$ cat config.mk
export PLATFORM = sky130hd
export DESIGN_NAME = uart_tx_arbiter
export DESIGN_NICKNAME = d
export VERILOG_FILES = /design/src/rtl/uart_tx_arbiter.sv
export SDC_FILE = /design/constraint.sdc
export NUM_CORES = 1
export LEC_CHECK = 0
export ABC_AREA = 0
export BUFFER_PORTS_ARGS = -buffer_cell sky130_fd_sc_hd__clkbuf_2
export CAP_MARGIN = 20
export CORE_MARGIN = 3
export CORE_UTILIZATION = 46
export CTS_CLUSTER_SIZE = 10
export DETAILED_ROUTE_END_ITERATION = 16
export GPL_TIMING_DRIVEN = 0
export PLACE_DENSITY = 0.77
export SLEW_MARGIN = 0
export SYNTH_ARGS = -nofsm -noshare
export SYNTH_HDL_FRONTEND = slang
export SYNTH_SLANG_ARGS = --single-unit
$ cat constraint.sdc
create_clock -name clk -period 5.5 [get_ports clk]
set_clock_uncertainty 0.05 [all_clocks]
set_input_delay 1.65 -clock clk [delete_from_list [all_inputs] [get_ports clk]]
set_output_delay 1.65 -clock clk [all_outputs]
set_load 0.005 [all_outputs]
$ cat src/rtl/uart_tx_arbiter.sv
// uart_tx_arbiter: round-robin sharing of one UART transmitter between N_REQ requesters
module uart_tx_arbiter #(
    parameter int N_REQ    = 3,
    parameter int D_WIDTH  = 6,
    parameter int TO_WIDTH = 4,
    parameter int TIMEOUT  = 8
) (
    input  logic                       clk,
    input  logic                       rst,
    input  logic [N_REQ-1:0]           req,
    input  logic [N_REQ*D_WIDTH-1:0]   req_data,
    output logic [N_REQ-1:0]           ack,
    output logic [N_REQ-1:0]           grant,
    output logic                       frame_done,
    output logic                       uart_tx_ena,
    output logic [D_WIDTH-1:0]         uart_tx_data,
    input  logic                       uart_tx_busy,
    output logic                       timeout_err,
    input  logic                       err_clr
);
    localparam int PW = $clog2(N_REQ);
    typedef enum logic [1:0] {IDLE, WAIT_BUSY, WAIT_DONE} state_t;
    state_t state, state_d;
    logic [PW-1:0] ptr, ptr_d, owner, owner_d, win, nxt, j;
    logic [TO_WIDTH-1:0] cnt, cnt_d;
    logic [N_REQ-1:0] grant_d, ack_d, oh;
    logic done_d, ena_d, err_d;
    logic [D_WIDTH-1:0] data_d;
    always_ff @(posedge clk or negedge rst) begin
        if (!rst) begin
            state        <= IDLE;
            ptr          <= '0;
            owner        <= '0;
            cnt          <= '0;
            grant        <= '0;
            ack          <= '0;
            frame_done   <= 1'b0;
            uart_tx_ena  <= 1'b0;
            uart_tx_data <= '0;
            timeout_err  <= 1'b0;
        end else begin
            state        <= state_d;
            ptr          <= ptr_d;
            owner        <= owner_d;
            cnt          <= cnt_d;
            grant        <= grant_d;
            ack          <= ack_d;
            frame_done   <= done_d;
            uart_tx_ena  <= ena_d;
            uart_tx_data <= data_d;
            timeout_err  <= err_d;
        end
    end
    always_comb begin
        // descending scan so the lowest offset from ptr is the last, winning assignment
        win = ptr;
        j   = '0;
        for (int i = N_REQ - 1; i >= 0; i--) begin
            j = PW'((int'(ptr) + i) % N_REQ);
            if (req[j]) win = j;
        end
        oh      = '0;
        oh[win] = 1'b1;
        nxt     = (owner == PW'(N_REQ - 1)) ? '0 : owner + 1'b1;
        state_d = state;
        ptr_d   = ptr;
        owner_d = owner;
        cnt_d   = cnt;
        grant_d = grant;
        ack_d   = '0;
        ena_d   = 1'b0;
        done_d  = 1'b0;
        data_d  = uart_tx_data;
        err_d   = timeout_err & ~err_clr;
        case (state)
            IDLE: if (|req) begin
                state_d = WAIT_BUSY;
                owner_d = win;
                grant_d = oh;
                ack_d   = oh;
                ena_d   = 1'b1;
                data_d  = req_data[win*D_WIDTH +: D_WIDTH];
                cnt_d   = '0;
            end
            WAIT_BUSY: if (uart_tx_busy) begin
                state_d = WAIT_DONE;
            end else if (cnt == TO_WIDTH'(TIMEOUT - 1)) begin
                err_d   = 1'b1;
                grant_d = '0;
                ptr_d   = nxt;
                state_d = IDLE;
            end else begin
                cnt_d = cnt + 1'b1;
            end
            WAIT_DONE: if (!uart_tx_busy) begin
                done_d  = 1'b1;
                grant_d = '0;
                ptr_d   = nxt;
                state_d = IDLE;
            end
            default: state_d = IDLE;
        endcase
    end
endmodule

# [After elaboration in Yosys (flattened, before gate mapping)]
# Cells that the tools add are included.
[totals] output_inout_bits=15 in_bits=25 elab_cells=86 reg_bits=25
[op_classes] n_div=3 n_mul=1 addsub=4 order_cmp=5 bitwise_logic=2 n_eq_ne=10 reduce_logical=11 mux=39 n_shift=1
[ops] cell="$mod 32x3->32 const B" count=2
[ops] cell="$mod 3x3->32 const B" count=1
[ops] cell="$mux 2" count=11
[ops] cell="$mux 3" count=6
[ops] cell="$shiftx 18x6->6" count=1
[ops] cell="$lt 2x3->1 const B" count=4
[ops] cell="$mux 4" count=3
[ops] cell="$mux 1" count=11
[ops] cell="$ne 2x2->1 const B" count=5
[ops] cell="$pmux 3 s3" count=1
[ops] cell="$pmux 4 s2" count=1
[ops] cell="$reduce_and 4->1" count=2
[ops] cell="$bmux 1 s2" count=3
[ops] cell="$pmux 2 s3" count=1
[ops] cell="$reduce_and 5->1" count=1
[ops] cell="$add 4x1->4 const B" count=1
[ops] cell="$eq 2x2->1 const B" count=2
[ops] cell="$eq 4x3->1 const B" count=1
[ops] cell="$mul 2x2->4 const B" count=1
[ops] cell="$pmux 2 s2" count=1
[ops] cell="$reduce_bool 2->1" count=2
[ops] cell="$add 2x1->3 const B" count=1
[ops] cell="$add 2x2->3 const B" count=1
[ops] cell="$ne 3x3->1 const B" count=1
[ops] cell="other kinds (12)" count=12

# [Longest topological paths before layout]
# Gate-level depths: netlist (run 1).
[depth] word_depth=13 ltp_mapped=9 mapped_depth_nobuf=8

# [Least setup slack after synthesis (run 1)]
# Ideal clock, no wire load.
[synth_path] kind="input -> register" from="input port req[2]" to="register uart_tx_data[1]" t_required_ns=5.324 setup_time_ns=0.126 setup_slack_ns=2.604 path_buffers=1 cell_stages=7 arrival_ns=2.720 cell_sequence="nor2b_1 -> o21a_1 -> o311a_1 -> buf_6 -> mux2i_1 -> nor3_1 -> a221o_1"
[synth_between] elab_chain_len=7 word_cells_on_any_way=13 classes_between="mul (1); shift (1); mux (9); reduce/logical (2)"
[synth_lines] element="start: declaration" line_no="10" rtl="input logic [N_REQ-1:0] req,"
[synth_lines] element="$bmux 1 s2" line_no="60" rtl="if (req[j]) win = j;"
[synth_lines] element="$mux 1 (implied by the code)" line_no="60"
[synth_lines] element="$mux 2 (3 in series)" line_no="60"
[synth_lines] element="$mul 2x2->4" line_no="82" rtl="data_d = req_data[win*D_WIDTH +: D_WIDTH];"
[synth_lines] element="$shiftx 18x6->6" line_no="82"
[synth_lines] element="end signal: assignment" line_no="50" rtl="uart_tx_data <= data_d;"
[synth_lines] element="end: declaration" line_no="16" rtl="output logic [D_WIDTH-1:0] uart_tx_data,"
# Parallel ways exist; a longest one is shown, timed or not. The select of a mux whose other input is x is not followed.
# A chain may end at the register's enable or synchronous reset.

# [Worst setup path after layout (run 1)]
# Same ends and word-level chain as after synthesis.

==> results of run 1 <==
==> metrics by stage <==
| step | cell area (sq um) | util (%) |
|---|---|---|
| floorplan | 1410 | - |
| global placement | 1640 | 57.9 |
| detailed placement | 1640 | 57.9 |
| CTS | 1670 | 58.9 |
| global route | 1670 | 58.9 |
| finish | 1670 | 58.9 |
==> per-layer routing <==
layer,part of all wire (%),vias up,global-route usage [%]
met1,42,568,22.6
li1,-,595,-
met4,1.2,0,5.88
met5,0,-,0
met2,49,44,33.4
met3,7.5,4,4.19
==> worst paths after layout <==
path / from / endpoint / cells past startpoint / slack [ns]
min in group asynchronous: rst / frame_done / 1 / 1.26
worst max-delay path: req[2] / uart_tx_data[1] / 7 / 2.59
worst max register to register: ptr[0] / uart_tx_data[1] / 9 / 3.12
max in group asynchronous: rst / ack[0] / 1 / 3.74
worst min register to register: grant[2] / grant[2] / 2 / 0.46
worst min-delay path: grant[2] / grant[2] / 2 / 0.46
==> cells in the mapped netlist (2+ instances only) <==
master | n | area share (%)
nand3b_1 | 3 | 1.6
inv_1 | 8 | 2.1
nand2_1 | 19 | 5.1
a221o_1 | 4 | 2.8
o31ai_1 | 2 | 1.1
o211ai_1 | 3 | 1.6
ha_1 | 7 | 6.2
nor3_1 | 5 | 1.8
nand3_1 | 3 | 1.1
xor2_1 | 2 | 1.2
nand2b_1 | 5 | 2.2
nor2_1 | 12 | 3.2
o21ai_0 | 7 | 2.5
a21oi_1 | 2 | 0.71
dfrtp_1 | 25 | 45
buf_6 | 2 | 1.6
nand4_1 | 3 | 1.3
nor2b_1 | 5 | 2.2
mux2i_1 | 8 | 5.7
==> sequential cells by signal, summed over array words and instances (netlist names) <==
| signal | flops |
|---|---|
| ack | 3 |
| cnt | 4 |
| frame_done | 1 |
| grant | 3 |
| owner | 2 |
| ptr | 2 |
| state | 2 |
| timeout_err | 1 |
| uart_tx_data | 6 |
| uart_tx_ena | 1 |
==> logic make-up after synthesis <==
family          after synthesis
buf+inv                      11
simple gates                 60
compound gates               30
fa+ha+maj                     7
mux                           9
xor+xnor                      2
flops                        25
==> area by class of cell <==
cell class	count	area [sq um]	area share, %
repair buffers	39	195	11.7
clock buffers	4	26.3	1.58
multi-input cells	108	723	43.4
plain buffers	3	26.3	1.58
flip-flops and latches	25	626	37.6
well taps	31	38.8	2.33
inverters	8	30.0	1.80
==> worst min-delay path, cell delays in order (launching register included) <==
cell and delay (ns):
dfrtp_1 0.38, nand2_1 0.05, o31ai_1 0.06
==> power breakdown <==
part	internal (mW)	switching (mW)	leakage [nW]	total, mW
sequential	0.260	0.0520	0.325	0.312
combinational	0.256	0.312	0.509	0.568
clock	0.0284	0.0521	0.0150	0.0805
total	0.544	0.416	0.849	0.960
==> results.json, run 1 <==
{
  "status": "finished clean",
  "setup_tns_ns": 0,
  "ys.flop_type": "dfrtp_1",
  "synthAdderAreaFrac_pct": 6.23,
  "syn_avg_cell_area_sq_um": 9.76,
  "post-route-drc-count": 0,
  "cts-root-buf": "clkbuf_4",
  "yosys.area_share.simple_pct": 21.8,
  "grt_use_total_pct": 18.8,
  "crit_path_end_kind": "flip-flop",
  "min_period_over_period_pct": 52.9,
  "postLayoutSetupSlackWorst_ns": 2.59,
  "cts.reportedPaths.clkPinSlew_ns": 0.13,
  "ys_seq_area_share_pct": 44.5,
  "pre_cts_slack_ns": 2.24,
  "postCtsSetupRepairBufs": 0,
  "worst-setup-path-type": "input port to flip-flop",
  "cts_tree": "built",
  "dieArea_sq_um": 3750,
  "path_cells": "clkbuf_2, nor2b_1, o21ai_1, a211oi_1, nor2_1, nor2_4, a221o_1",
  "start_util_pct": 49.7,
  "synth_nets": 176,
  "vdd.ir_drop.worst_uv": 294,
  "synth_edf_count": 0,
  "grt_pass1_vias": 1232,
  "antennaDiodeCount": 0,
  "power_density_nw_per_um2": 576,
  "period_needed_ns": 2.91,
  "instances_no_fill": 218,
  "drt-pass1-iter-count": 5,
  "final_nets": 220,
  "drtIter0Drc": 38,
  "cts_buffers": 3,
  "dr_total_vias": 1211,
  "drt.antenna.violating_nets": 0,
  "crit_required_ns": 5.66,
  "clock_latency_ns": 0.32,
  "io_buffers": 39,
  "cts_resized": 0,
  "max_freq_ghz": 0.344,
  "total_power_uw": 960,
  "final-setup-viol-count": 0,
  "syn_inst": 144,
  "async_reset_ff_share_pct": 100,
  "cp_slowest_cell": "nor2_1",
  "fp-row-count": 19,
  "grt_overflow": 0,
  "worstMarginPinSlew_ns": 0.609,
  "wl_mm": 3.06,
  "synth_top_family_by_area": "simple AND/OR/NAND/NOR gates",
  "mostFrequentLayoutCells": "clkbuf_2, dfrtp_1, nand2_1",
  "die_h_um": 61.3,
  "avgRoutedWirePerCell_um": 14.1,
  "synth_xor_xnor_area_share_pct": 1.25,
  "cts.path.max_buffers": 2,
  "path_buf_inv": 1,
  "dp_cells": 214,
  "core_sq_um": 2830,
  "synthDistinctLibCells": 38,
  "drive_above_1_share_pct": 25.7,
  "numClockSinks": 25,
  "h-tree-depth": 1,
  "rsz0062_at_grt": "false",
  "hpwl_mm": 2.43,
  "yosys_register_bits": 25,
  "hold_violations": 0,
  "antenna_found_initial": 0,
  "nFillCells": 241,
  "timing.hold.ws_ns": 0.463,
  "synthToLayoutAreaGrowth_pct": 18.5,
  "slowest_delay_ns": 0.45,
  "path_delay_family": "simple AND/OR/NAND/NOR gates",
  "grt_max_degree": 26,
  "synth-compound-area-share_pct": 15.7,
  "critPathMaxFanout": 6,
  "fp.dieW_um": 61.3,
  "cts.hold.buffers_added": 0,
  "synth.area.mux_share_pct": 6.50,
  "grt_pass1_wl_mm": 5.28,
  "arrival_ns": 3.07,
  "io_pins": 40,
  "netlist_area_sq_um": 1410,
  "drv_slew": 0,
  "hold_class": "flip-flop to flip-flop",
  "leakage_nw": 0.849,
  "layout_commonest_cell": "clkbuf_2",
  "via_per_inst": 5.56,
  "start_kind": "input port",
  "ys_warn_count": 0,
  "slew_headroom_pct": 59.4,
  "cap_violations": 0,
  "routabilityCongestion": 0.771
}
No activity file was read; power rests on OpenSTA's default activity.
==> run 2: changes to the inputs <==
--- a/config.mk
+++ b/config.mk
@@ -13,7 +13,7 @@
 export CTS_CLUSTER_SIZE = 10
 export DETAILED_ROUTE_END_ITERATION = 16
 export GPL_TIMING_DRIVEN = 0
-export PLACE_DENSITY = 0.77
+export PLACE_DENSITY = 0.8
 export SLEW_MARGIN = 0
 export SYNTH_ARGS = -nofsm -noshare
 export SYNTH_HDL_FRONTEND = slang
==> constraint.sdc (replaced) <==
create_clock -name clk -period 2.65 [get_ports clk]
set_clock_uncertainty 0.05 [all_clocks]
set_input_delay 0.795 -clock clk [delete_from_list [all_inputs] [get_ports clk]]
set_output_delay 0.795 -clock clk [all_outputs]
set_load 0.005 [all_outputs]
==> run 2 against run 1 <==
- final cell count is the same
- non-clock buffer count is the same
- clock power grew 120%
- count of clock-buffer cells in the layout shrank 1
- flip-flop and latch count is the same
- routed wire length shrank 3.5%
- worst setup slack lost 2.3 ns
- global-route usage shrank 0.35 points
- first-iteration DRC count shrank 45%
- total power grew 110%
- sequential power grew 110%
- highest routed layer unchanged
==> results.json, run 2 (synthesized netlist as in run 1, its figures left out) <==
{
  "status": "finished clean",
  "die_h_um": 61.3,
  "arrival_ns": 2.54,
  "postCtsSetupRepairBufs": 0,
  "post-route-drc-count": 0,
  "cp-startpoint": "ptr[0]",
  "worstMarginPinSlew_ns": 0.594,
  "io_pins": 40,
  "drt.antenna.violating_nets": 0,
  "path_delay_family": "compound AO/OA/AOI/OAI gates",
  "path_cells": "inv_1, ha_1, nor2b_1, o21a_1, o311a_1, buf_6, mux2i_1, nor3_1, a221o_1",
  "power_density_nw_per_um2": 1190,
  "hold_class": "input port to async pin",
  "fp-row-count": 19,
  "cp_slowest_cell": "dfrtp_1",
  "cts_tree": "built",
  "hold_violations": 0,
  "crit_required_ns": 2.83,
  "drive_above_1_share_pct": 26.2,
  "antenna_found_initial": 0,
  "pwr-share-comb_pct": 58.8,
  "start_kind": "flip-flop",
  "grt_use_total_pct": 18.5,
  "final-setup-viol-count": 0,
  "io_buffers": 39,
  "r2r-start": "ptr[0]",
  "slowest_delay_ns": 0.43,
  "max_freq_ghz": 0.424,
  "wl_mm": 2.96,
  "grt_pass1_wl_mm": 5.06,
  "grt_max_degree": 26,
  "leakage_nw": 0.852,
  "clock_latency_ns": 0.33,
  "drv_slew": 0,
  "cts-root-buf": "clkbuf_4",
  "min_period_over_period_pct": 89.0,
  "p_int_mw": 1.13,
  "rsz0062_at_grt": "false",
  "top_register": "uart_tx_data",
  "synthToLayoutAreaGrowth_pct": 18.6,
  "largest_reg_flops": 6,
  "dr_total_vias": 1194,
  "p_switching_uw": 858,
  "drtIter0Drc": 21,
  "p_seq_share_pct": 32.5,
  "grt_overflow": 0,
  "cap_violations": 0,
  "mostFrequentLayoutCells": "clkbuf_2, dfrtp_1, nand2_1",
  "vdd.ir_drop.worst_uv": 539,
  "switching_share_pct": 43.2,
  "hpwl_mm": 2.32,
  "dieArea_sq_um": 3750,
  "top_regs": "uart_tx_data x6, cnt x4",
  "via_per_inst": 5.48,
  "path_buf_inv": 2,
  "fp.dieW_um": 61.3,
  "cts.path.max_buffers": 2,
  "start_util_pct": 49.7,
  "slew_headroom_pct": 60.4,
  "critPathMaxFanout": 10,
  "avgRoutedWirePerCell_um": 13.6,
  "worst-setup-path-type": "flip-flop to flip-flop",
  "cts.reportedPaths.clkPinSlew_ns": 0.14,
  "clock_power_share_pct": 8.7,
  "core_sq_um": 2830,
  "setup_tns_ns": 0,
  "period_needed_ns": 2.36,
  "final_nets": 220,
  "total_power_mw": 1.98,
  "cts.hold.buffers_added": 0,
  "cts_buffers": 3,
  "antennaDiodeCount": 0,
  "grt_pass1_vias": 1222,
  "layout_commonest_cell": "clkbuf_2",
  "routabilityCongestion": 0.726,
  "cts_resized": 0,
  "drt-pass1-iter-count": 4,
  "h-tree-depth": 1,
  "crit_path_end_kind": "flip-flop",
  "numClockSinks": 25
}
run 2: path summary, 6_finish.rpt:
kind                                   end  slack, ns  cells after the start
setup / recovery           uart_tx_data[4]       0.29                      9
hold / removal                    state[1]       0.39                      1
setup reg to reg           uart_tx_data[4]       0.29                      9
hold reg to reg                   grant[2]       0.46                      2
max in group asynchronous  uart_tx_data[5]       1.77                      1
min in group clk                  grant[2]       0.46                      2
run 2: power by group through the flow:
stage / logic (mW) / clock network [mW] / registers [mW]
6_report: 1.17 / 0.174 / 0.645
5_1_grt: 1.30 / 0.190 / 0.665
4_1_cts: 1.18 / 0.175 / 0.644
3_5_place_dp: 1.18 / 0 / 0.648
3_3_place_gp: 1.11 / 0 / 0.640
2_1_floorplan: 0.866 / 0 / 0.638
run 2: per-stage QoR:
stage          hold slack (ns)  area (sq um)  instances  worst slack [ns]  utilization (%)
6_report                 0.388          1670        218             0.290             58.9
5_1_grt                  0.444          1670        218             0.178             58.9
4_1_cts                  0.419          1670        218             0.298             58.9
3_5_place_dp             0.428          1640        214             0.318             57.9
3_3_place_gp             0.429          1640        214             0.384             57.9
2_1_floorplan            0.414          1410        144             0.502                -
run 2: layout make-up:
class	count	area, sq um
inverter	8	30.0
clock inverter	1	5.00
tap	31	38.8
buffer	3	26.3
timing repair buffer	39	195
clock buffer	3	22.5
multi-input combinational	108	723
fill	240	1160
sequential	25	626
run 2: routing by layer:
metal | vias up | part of all wire [%] | global-route usage [%]
met3 | 8 | 5.8 | 3.14
met5 | - | 0 | 0
met2 | 49 | 49 | 33.4
li1 | 592 | - | -
met4 | 0 | 2.8 | 9.29
met1 | 545 | 42 | 20.7
